[config.mk]
export PLATFORM = sky130hd
export DESIGN_NAME = pipelined_select_stage
export DESIGN_NICKNAME = d
export VERILOG_FILES = /design/src/rtl/pipelined_select_stage.sv
export SDC_FILE = /design/constraint.sdc
export NUM_CORES = 1
export LEC_CHECK = 0
export CORE_ASPECT_RATIO = 1.1
export CORE_MARGIN = 2
export CORE_UTILIZATION = 38
export DETAILED_ROUTE_END_ITERATION = 12
export PLACE_DENSITY = 0.78
export SLEW_MARGIN = 0
export SYNTH_ARGS = -nofsm -noshare
export SYNTH_HDL_FRONTEND = slang
export SYNTH_SLANG_ARGS = --single-unit
[constraint.sdc]
create_clock -name Clock -period 1.66 [get_ports Clock]
set_input_delay 0.498 -clock Clock [delete_from_list [all_inputs] [get_ports Clock]]
set_output_delay 0.498 -clock Clock [all_outputs]
set_load 0.005 [all_outputs]
[src/rtl/pipelined_select_stage.sv]
// pipelined_select_stage
//
// Registered N:1 operand selector with a valid/ready handshake. An accepted
// selection is resolved immediately into a {data, error} entry and stored in
// a two-deep buffer: a main register that drives the outputs and a skid
// register that absorbs one extra entry while the consumer stalls. Because
// InReady depends only on registered state, the ready path from the consumer
// never reaches the producer combinationally.
//
// Ports:
//   Clock     rising-edge clock
//   ResetN    synchronous active-low reset
//   InputBus  INPUTS packed operands, operand k at [k*WIDTH +: WIDTH]
//   Selector  index of the operand to forward, sampled only on accept
//   InValid   upstream offers a selection this cycle
//   InReady   stage can accept (low while reset is asserted or skid is full)
//   Flush     drop every held entry and any entry offered this cycle
//   Output    data of the entry held in the main register
//   SelError  held entry was selected with Selector >= INPUTS
//   OutValid  Output/SelError carry a valid entry
//   OutReady  downstream consumes the entry this cycle
//
// Parameters: WIDTH (operand width), INPUTS (2..16 selectable operands),
// SEL_W (selector width, 2**SEL_W >= INPUTS), DEFAULT_VALUE (data emitted
// for an out-of-range selector).

module pipelined_select_stage #(
    parameter int              WIDTH         = 32,
    parameter int              INPUTS        = 4,
    parameter int              SEL_W         = 2,
    parameter logic [WIDTH-1:0] DEFAULT_VALUE = '0
) (
    input  logic                    Clock,
    input  logic                    ResetN,
    input  logic [WIDTH*INPUTS-1:0] InputBus,
    input  logic [SEL_W-1:0]        Selector,
    input  logic                    InValid,
    output logic                    InReady,
    input  logic                    Flush,
    output logic [WIDTH-1:0]        Output,
    output logic                    SelError,
    output logic                    OutValid,
    input  logic                    OutReady
);

    logic [WIDTH-1:0] sel_data;
    logic             sel_err;

    logic [WIDTH-1:0] main_data;
    logic             main_err;
    logic             main_valid;

    logic [WIDTH-1:0] skid_data;
    logic             skid_err;
    logic             skid_valid;

    logic             accept;
    logic             main_load;

    // Out-of-range indices fall through the loop and keep the default entry.
    always_comb begin
        sel_data = DEFAULT_VALUE;
        sel_err  = 1'b1;
        for (int k = 0; k < INPUTS; k++) begin
            if (Selector == SEL_W'(k)) begin
                sel_data = InputBus[k*WIDTH +: WIDTH];
                sel_err  = 1'b0;
            end
        end
    end

    // ResetN is an input sampled like any other; gating with it keeps the
    // stage closed for the whole reset interval, before the first edge has
    // cleared the skid flag.
    assign InReady   = ResetN && !skid_valid;
    assign accept    = InValid && InReady;
    assign main_load = !main_valid || OutReady;

    always_ff @(posedge Clock) begin
        if (!ResetN) begin
            main_valid <= 1'b0;
            main_data  <= '0;
            main_err   <= 1'b0;
            skid_valid <= 1'b0;
            skid_data  <= '0;
            skid_err   <= 1'b0;
        end else if (Flush) begin
            // Only the valid flags clear; stale data stays on Output.
            main_valid <= 1'b0;
            skid_valid <= 1'b0;
        end else if (main_load) begin
            // skid_valid forces InReady low, so a skid move and a new
            // accept can never coincide here.
            if (skid_valid) begin
                main_data  <= skid_data;
                main_err   <= skid_err;
                main_valid <= 1'b1;
                skid_valid <= 1'b0;
            end else if (accept) begin
                main_data  <= sel_data;
                main_err   <= sel_err;
                main_valid <= 1'b1;
            end else begin
                main_valid <= 1'b0;
            end
        end else if (accept) begin
            skid_data  <= sel_data;
            skid_err   <= sel_err;
            skid_valid <= 1'b1;
        end
    end

    assign Output   = main_data;
    assign SelError = main_err;
    assign OutValid = main_valid;

endmodule

# Word level (Yosys, flattened, before mapping)
# Index checks and enable logic that the tools add are counted.
[totals] regBits=68 elab_cells=37 output_inout_bits=35 inputBits=135
[classes] bitwise_logic=3 n_eq_ne=3 reduce_logical=11 muxes=14
[op_table] op="two-way mux 32 bit" count=6
[op_table] op="two-way mux 1 bit" count=8
[op_table] op="AND reduction 3 bit" count=2
[op_table] op="equality test 2 bit (second input constant)" count=2
[op_table] op="inverter 1 bit" count=3
[op_table] op="OR reduction 3 bit" count=1
[op_table] op="equality test 2 x 1 -> 1 bit (second input constant)" count=1
[op_table] op="logical AND 1 bit" count=2
[op_table] op="logical NOT 1 bit" count=2
[op_table] op="logical NOT 2 bit" count=1
[op_table] op="nonzero test 2 bit" count=1
[op_table] op="OR reduction 2 bit" count=1
[op_table] op="logical OR 1 bit" count=1

# Depth between registers and ports, before layout
# Gate-level depths: netlist of the first run.
[logic_depth] ltp_word=7 mapped_depth=7 depth_no_buf=3

# Worst setup path before layout of the first run
# OpenSTA, ideal clock, no wires.
[synth_timing] kind="input-to-reg" from="in Selector[0]" to="reg main_data[10] (netlist: Output[10])" setup_time_ns=0.146 t_arrival_ns=1.501 required_time_ns=1.514 path_stages=5 slack_ns=0.013 path_buffers=2 path_cell_list="buf_6 -> buf_12 -> mux4_2 -> mux2i_1 -> a211oi_2"
[synth_via] elab_chain_len=7 word_cells_on_any_way=10 cone_classes="eq/ne: 3; mux: 6; reduce/logical: 1"
[synth_lines] element="start, declared" line_no="36" rtl="input logic [SEL_W-1:0] Selector,"
[synth_lines] element="logical NOT 2 bit" line_no="65" rtl="if (Selector == SEL_W'(k)) begin"
[synth_lines] element="two-way mux 32 bit (3 in series)" line_no="65"
[synth_lines] element="two-way mux 32 bit *" line_no="65"
[synth_lines] element="two-way mux 32 bit *" line_no="99" rtl="end else if (accept) begin"
[synth_lines] element="two-way mux 32 bit *" line_no="94" rtl="if (skid_valid) begin"
[synth_lines] element="end signal, assigned" line_no="95" rtl="main_data <= skid_data;"
[synth_lines] element="end signal, assigned" line_no="100" rtl="main_data <= sel_data;"
[synth_lines] element="end, declared" line_no="49" rtl="logic [WIDTH-1:0] main_data;"
# Mark *: on every way between the ends. The rest lies on a longest branch, timed or not. The select of a mux whose other input is x is not followed.
# A chain may end at the register's enable or synchronous reset.

# Worst setup path in the final report of the first run
[layout_timing] from="in OutReady" to="reg skid_data[9]"
[layout_via] elab_chain_len=3
[layout_lines] element="start, declared" line_no="43" rtl="input logic OutReady"
[layout_lines] element="logical OR 1 bit" line_no="77" rtl="assign main_load = !main_valid || OutReady;"
[layout_lines] element="inverter 1 bit (no line)"
[layout_lines] element="AND reduction 3 bit (no line)"
[layout_lines] element="end signal, assigned" line_no="107" rtl="skid_data <= sel_data;"
[layout_lines] element="end, declared" line_no="53" rtl="logic [WIDTH-1:0] skid_data;"
# No other way between the ends.

==> summary.txt, run 1 <==
Logic synthesis
  • Synthesized flop and latch total: 68
  • Post-synthesis sequential area ratio: 37.12%
  • Simple-gate share of the synthesized area: 1.979%
  • Adder-Cell Fraction of Synth Area: 0%
  • Post-synthesis xor/xnor area fraction: 0%
  • Distinct cells, synth: 26
  • Cell Area, Synth: 3667 µm²
  • Synthesized instance count: 281
  • Compound-Gate Fraction of Synth Area: 24.70%
  • Multiplexer area fraction after synthesis: 28.39%
  • Largest family of logic cells by synthesized area: multiplexers
  • Number of synthesis warnings: 0
  • Mean Syn Cell Area: 13.05 µm²
  • Syn nets: 416

Detailed routing
  • DRT Pass-1 Iters: 6
  • Routed Antenna Nets: 0
  • Routed WL: 10270 µm
  • Drt first-iter violations: 107
  • Routed WL per cell: 18.06 µm
  • DRC viols: 0
  • DR vias/cell: 5.547
  • Via count: 3156

Setup path
  • Origin of the critical flop-to-flop path: skid_valid
  • Buf/Inv on CP: 2
  • Critical Path AT: 1.85 ns
  • R2R setup slack: 0.34 ns
  • Critical Path Slowest Stage Cell: clkdlybuf4s50_1
  • Setup crit start kind: input pin
  • Slowest stage delay, CP: 0.39 ns
  • Cells on worst reg2reg path: 4
  • Required time of the critical path: 1.90 ns
  • Crit-path max FO: 33
  • Worst path cell trace: clkdlybuf4s50_1, nand2b_2, o31a_1, buf_12, a22o_1
  • CP Class: in2reg
  • CP endpoint kind: flip-flop
  • R2R Path End: skid_data[9]
  • Delay-heaviest family, CP: buffers and inverters

Clock tree
  • Setup Fix Bufs, Post-CTS: 0
  • Root buffer selected by CTS: clkbuf_8
  • CTS Buf Count: 9
  • Clock tree buffer depth: 2
  • H-tree depth: 3
  • Clock sink count: 68
  • CTS Hold Buffers Added: 0
  • CTS tree: built
  • Clock latency on the worst-skew pair: 0.34 ns
  • Reg clk slew, reported paths: 0.08 ns

Final layout
  • Fin nets: 582
  • Area Growth Syn to Fin: 54.21%
  • Layout cell share with drive strength beyond 1: 24.56%
  • Non-Filler Instances: 569
  • Ant diodes: 0

STA
  • Setup Viol. Count Final: 0
  • Fin Clk Skew: 0.007224 ns
  • Max-slew violation count: 0
  • Worst Tran Pin Value: 0.5696 ns
  • Min Tclk post-route: 1.614 ns
  • TNS Setup: 0 ns
  • Period utilisation layout: 97.21%
  • RSZ-0062 raised after global routing: no
  • F_max: 0.6197 GHz
  • Slew HR: 62.03%
  • Hold Vio Cnt, Final: 0

Pwr
  • Gate power share: 22.7%
  • Pwr Density: 710.1 nW/µm²
  • Sequential share of power: 42.5%
  • Clock group share of total power: 34.8%
  • NetSw: 0.9902 mW
  • Sw frac: 24.66%
  • Leak: 2.088 nW
  • Peak VDD IR: 0.3561 mV
  • Internal power: 3.026 mW

Global routing
  • Via count of the first global-routing pass: 3340
  • Total GRT Usage: 20.23%
  • Initial antenna violation count: 0
  • First-pass GRT wire length: 16890 µm
  • GR Overflow Total: 0
  • Pin count of the biggest net entering global routing: 34

Hold path
  • Min-delay src: skid_err
  • Hold Path Sink: skid_err
  • Hold path cells: 1
  • Worst hold path class: reg2reg

Die
  • Initial core utilization: 39.22%
  • Die Y: 107.0 µm
  • # IOs: 170
  • Total core area: 9351 µm²
  • Total die area: 10450 µm²
  • Die X: 97.67 µm
  • Row count: 37

Place
  • Routability congestion estimate: 0.7482
  • Dpl cells: 553
  • Count of input and output buffers: 169
  • DP Wirelength: 7491 µm

Status
  • Outcome: finished clean

Flow run
  • Maxcap violations: 0
logic make-up (layout without fill, tap and decap cells):
group,Yosys count,count (layout)
AO/OA/AOI/OAI,101,101
flip-flops,68,68
multiplexers,64,64
buffers and inverters,38,209
AND/OR/NAND/NOR,10,10
through the flow:
step                total power, mW  area (µm²)  worst slack, ns  hold slack (ns)  utilization, %
global placement              2.669        5488          -0.4438           0.4464           58.68
CTS                           4.050        5653          0.04882           0.4711           60.45
finish                        4.016        5655          0.04637           0.4722           60.48
floorplan                     2.192        3667          0.01323           0.4305               -
global route                  4.199        5655          0.01091           0.4908           60.48
detailed placement            2.694        5488          -0.4526           0.4544           58.68
cell usage after synthesis (all sizes together):
library cell  count  area, µm²
dfxtp            68       1361
a211oi           32      390.4
a22o             32      280.3
a31oi            32      200.2
mux2i            32      320.3
mux4             32      720.7
buf              25      237.7
clkbuf           10      37.54
inv               3      11.26
nand2b            3      26.27
a21oi             2      10.01
nor2              2      7.510
nor3              2      15.01
a21o              1      7.510
a31o              1      8.760
and2              1      6.260
and3              1      11.26
nand4             1      6.260
o31a              1      8.760
worst reg2reg max path: cells and delay by family (launching register included):
family / cells / cell delay, ns
DFF: 1 / 0.34
and+or+nand+nor: 1 / 0.14
AOI/OAI and AO/OA: 2 / 0.56
buffers and inverters: 1 / 0.18
cell usage in the layout (no fill, tap or decap), types with 2 or more instances in the layout:
| master | synthesis | layout |
|---|---|---|
| buf_12 | 6 | 8 |
| mux2i_1 | 32 | 32 |
| dfxtp_2 | 0 | 5 |
| buf_2 | 13 | 2 |
| a22o_1 | 32 | 32 |
| buf_4 | 0 | 13 |
| dfxtp_1 | 68 | 63 |
| dlygate4sd2_1 | 0 | 35 |
| a21oi_1 | 2 | 2 |
| clkinv_2 | 0 | 2 |
| clkbuf_8 | 0 | 11 |
| mux4_2 | 32 | 32 |
| a211oi_2 | 30 | 30 |
| a211oi_1 | 2 | 2 |
| nor2_1 | 2 | 2 |
| inv_1 | 2 | 2 |
| clkdlybuf4s50_1 | 0 | 130 |
| a31oi_1 | 32 | 32 |
state kept, by name (all words and copies together), names as in the netlist:
signal,flops
skid_err,1
SelError,1
OutValid,1
skid_data,32
skid_valid,1
Output,32
worst max-delay path by stage:
stage / startpoint / endpoint / slack, ns / cells past startpoint
2_1_floorplan: Selector[0] / Output[10] / 0.01 / 5
3_3_place_gp: ResetN / InReady / -0.44 / 4
3_5_place_dp: ResetN / InReady / -0.45 / 4
4_1_cts: InValid / skid_data[25] / 0.05 / 5
5_1_grt: OutReady / Output[0] / 0.01 / 6
6_report: OutReady / skid_data[9] / 0.05 / 5
routing by layer:
metal / vias to the layer above / share of wire, % / global-route usage (%)
li1: 1481 / - / -
met1: 1555 / 40 / 23.57
met2: 110 / 53 / 36.50
met3: 10 / 6.1 / 5.215
met4: 0 / 1.4 / 6.151
met5: - / 0 / 0
power groups by stage:
stage | Clock, mW | Combinational, mW | Sequential [mW]
after global placement | 0 | 0.925 | 1.74
after detailed placement | 0 | 0.949 | 1.75
after CTS | 1.42 | 0.922 | 1.71
after global routing | 1.51 | 0.979 | 1.71
final | 1.40 | 0.911 | 1.71
after floorplan | 0 | 0.446 | 1.75
what timing repair did:
item                                    4_1_cts  5_1_grt
endpoints found under the setup margin       35        3
cloned                                        0        0
pin swaps                                     0        0
resized for setup                            42        1
layout make-up:
type | instances | area [µm²]
Timing Repair Buffer | 190 | 1899
Multi-Input combinational cell | 175 | 2028
Tap cell | 117 | 146.4
Clock buffer | 12 | 155.1
Sequential cell | 68 | 1368
Clock inverter | 4 | 47.55
Inverter | 3 | 11.26
Fill cell | 789 | 3696
(Power assumes the default switching activity.)
==> run 2, diff against run 1 <==
--- a/config.mk
+++ b/config.mk
@@ -7,9 +7,9 @@
 export LEC_CHECK = 0
 export CORE_ASPECT_RATIO = 1.1
 export CORE_MARGIN = 2
-export CORE_UTILIZATION = 38
+export CORE_UTILIZATION = 45
 export DETAILED_ROUTE_END_ITERATION = 12
-export PLACE_DENSITY = 0.78
+export DONT_BUFFER_PORTS = 1
 export SLEW_MARGIN = 0
 export SYNTH_ARGS = -nofsm -noshare
 export SYNTH_HDL_FRONTEND = slang
==> run 2 against run 1 <==
Net effect: power shrank 16%; routed wire length fell by 18%; critical path depth is 3 lower; register-to-register slack worse by 0.08 ns; clock power is 16% lower; sequential share of layout area rose by 11 points; sequential power barely moved; cell area down 32%; non-clock buffer count fell by 174; hold slack lost 0.13 ns; clock-buffer cell count is 3 lower; combinational power fell by 49%; critical path type is now reg2out; largest cell class unchanged; largest power group unchanged; highest routed layer unchanged.
==> summary.txt, run 2 (synthesized netlist as in run 1, its figures left out) <==
Clock tree
  • CTS tree: built
  • Clock latency on the worst-skew pair: 0.35 ns
  • Post-CTS Resized: 0
  • Reg clk slew, reported paths: 0.07 ns
  • CTS Hold Buffers Added: 0
  • H-tree depth: 3
  • Clock sink count: 68
  • Clock tree buffer depth: 2
  • Root buffer selected by CTS: clkbuf_8
  • CTS Buf Count: 9
  • Setup Fix Bufs, Post-CTS: 0

Setup path
  • Critical Path Sink: InReady
  • CP endpoint kind: output port
  • Buf/Inv on CP: 1
  • Critical Path AT: 1.07 ns
  • R2R Path End: Output[0]
  • Origin of the critical flop-to-flop path: skid_valid
  • R2R setup slack: 0.26 ns
  • Crit-path max FO: 11
  • Setup crit start kind: flip-flop
  • Levels on crit path: 2
  • Worst path cell trace: buf_4, nor2_1
  • Cells on worst reg2reg path: 3
  • Slowest stage delay, CP: 0.35 ns
  • Required time of the critical path: 1.16 ns
  • Critical Path Slowest Stage Cell: dfxtp_2
  • Crit. Startpoint: skid_valid
  • Delay-heaviest family, CP: flip-flops
  • CP Class: reg2out

Die
  • Initial core utilization: 46.35%
  • Die Y: 98.68 µm
  • Total core area: 7913 µm²
  • Die X: 90.08 µm
  • # IOs: 170
  • Row count: 34
  • Total die area: 8889 µm²

Global routing
  • Total GRT Usage: 19.72%
  • GR Overflow Total: 0
  • Via count of the first global-routing pass: 2662
  • Pin count of the biggest net entering global routing: 33
  • Initial antenna violation count: 0
  • First-pass GRT wire length: 13970 µm

Pwr
  • Gate power share: 13.8%
  • Leak: 1.216 nW
  • NetSw: 0.9134 mW
  • Total chip power: 3.364 mW
  • Sw frac: 27.16%
  • Clock group share of total power: 35.1%
  • Sequential share of power: 51.2%
  • Pwr Density: 876.5 nW/µm²
  • Internal power: 2.450 mW
  • Peak VDD IR: 0.3398 mV

Final layout
  • Layout cell share with drive strength beyond 1: 35.97%
  • Fin nets: 408
  • Ant diodes: 0
  • Area Growth Syn to Fin: 4.640%
  • Most common cell after layout, fill and taps aside: dfxtp_1
  • Most frequent cells in the layout: dfxtp_1, mux4_2, mux2i_1, a31oi_1, a22o_1
  • Post-Layout Inst Area: 3837 µm²
  • Non-Filler Instances: 386
  • Post-layout util: 48.50%

STA
  • Min Tclk post-route: 1.567 ns
  • Max-slew violation count: 0
  • Period utilisation layout: 94.37%
  • Fin Clk Skew: 0.006494 ns
  • F_max: 0.6384 GHz
  • Hold Vio Cnt, Final: 0
  • Worst setup margin: 0.09347 ns
  • TNS Setup: 0 ns
  • Setup Viol. Count Final: 0
  • Hold Slack: 0.3399 ns
  • Worst Tran Pin Value: 0.5836 ns
  • RSZ-0062 raised after global routing: no
  • Slew HR: 61.10%

Place
  • Routability congestion estimate: 0.7592
  • DP Worst Slack: 0.04554 ns
  • Count of input and output buffers: 0
  • Dpl cells: 370
  • Placement Cell Area: 3670 µm²
  • DP Wirelength: 5767 µm

Hold path
  • Min-delay src: InValid
  • Worst hold path class: in2reg

Status
  • Outcome: finished clean

Detailed routing
  • Drt first-iter violations: 110
  • DR vias/cell: 6.352
  • DRC viols: 0
  • Via count: 2452
  • DRT Pass-1 Iters: 4
  • Routed Antenna Nets: 0
  • Routed WL per cell: 21.88 µm
  • Routed WL: 8446 µm

Flow run
  • Maxcap violations: 0
-- run 2: cell types whose count changed in the layout (fill, tap and decap cells not counted), sizes merged --
cell | previous run | this run
buf | 23 | 16
bufinv | 1 | 0
clkbuf | 12 | 9
clkdlybuf4s15 | 1 | 0
clkdlybuf4s50 | 130 | 0
clkinv | 2 | 5
clkinvlp | 1 | 2
dlygate4sd2 | 35 | 0
dlymetal6s2s | 1 | 0
-- run 2: final cells by class --
type	instances	area [µm²]
Tap cell	108	135.1
Timing Repair Buffer	16	132.6
Fill cell	740	4075
Multi-Input combinational cell	175	2028
Sequential cell	68	1363
Clock buffer	9	123.9
Inverter	3	11.26
Clock inverter	7	43.79
-- run 2: worst min path at each step --
stage / to / slack, ns / cells past startpoint
floorplan: skid_err / 0.43 / 1
global placement: skid_err / 0.45 / 1
detailed placement: skid_err / 0.46 / 1
CTS: skid_valid / 0.34 / 2
global route: skid_valid / 0.36 / 2
finish: skid_valid / 0.34 / 2
-- run 2: routing by layer --
metal | GRT usage, % | vias to the layer above | part of all wire [%]
li1 | - | 1131 | -
met1 | 25.49 | 1206 | 43
met2 | 31.81 | 107 | 48
met3 | 5.505 | 8 | 7.7
met4 | 7.219 | 0 | 1.3
met5 | 0 | - | 0
-- run 2: power groups by stage --
stage / logic, mW / clock network (mW) / registers (mW)
6_report: 0.463 / 1.18 / 1.72
5_1_grt: 0.503 / 1.28 / 1.73
4_1_cts: 0.468 / 1.21 / 1.72
3_5_place_dp: 0.465 / 0 / 1.76
3_3_place_gp: 0.463 / 0 / 1.76
2_1_floorplan: 0.446 / 0 / 1.75
==> run 3, diff against run 2 <==
--- a/config.mk
+++ b/config.mk
@@ -8,6 +8,7 @@
 export CORE_ASPECT_RATIO = 1.1
 export CORE_MARGIN = 2
 export CORE_UTILIZATION = 45
+export CTS_CLUSTER_DIAMETER = 100
 export DETAILED_ROUTE_END_ITERATION = 12
 export DONT_BUFFER_PORTS = 1
 export SLEW_MARGIN = 0
==> results of run 3 <==
Final layout, timing and power as in run 2 (identical DEF).
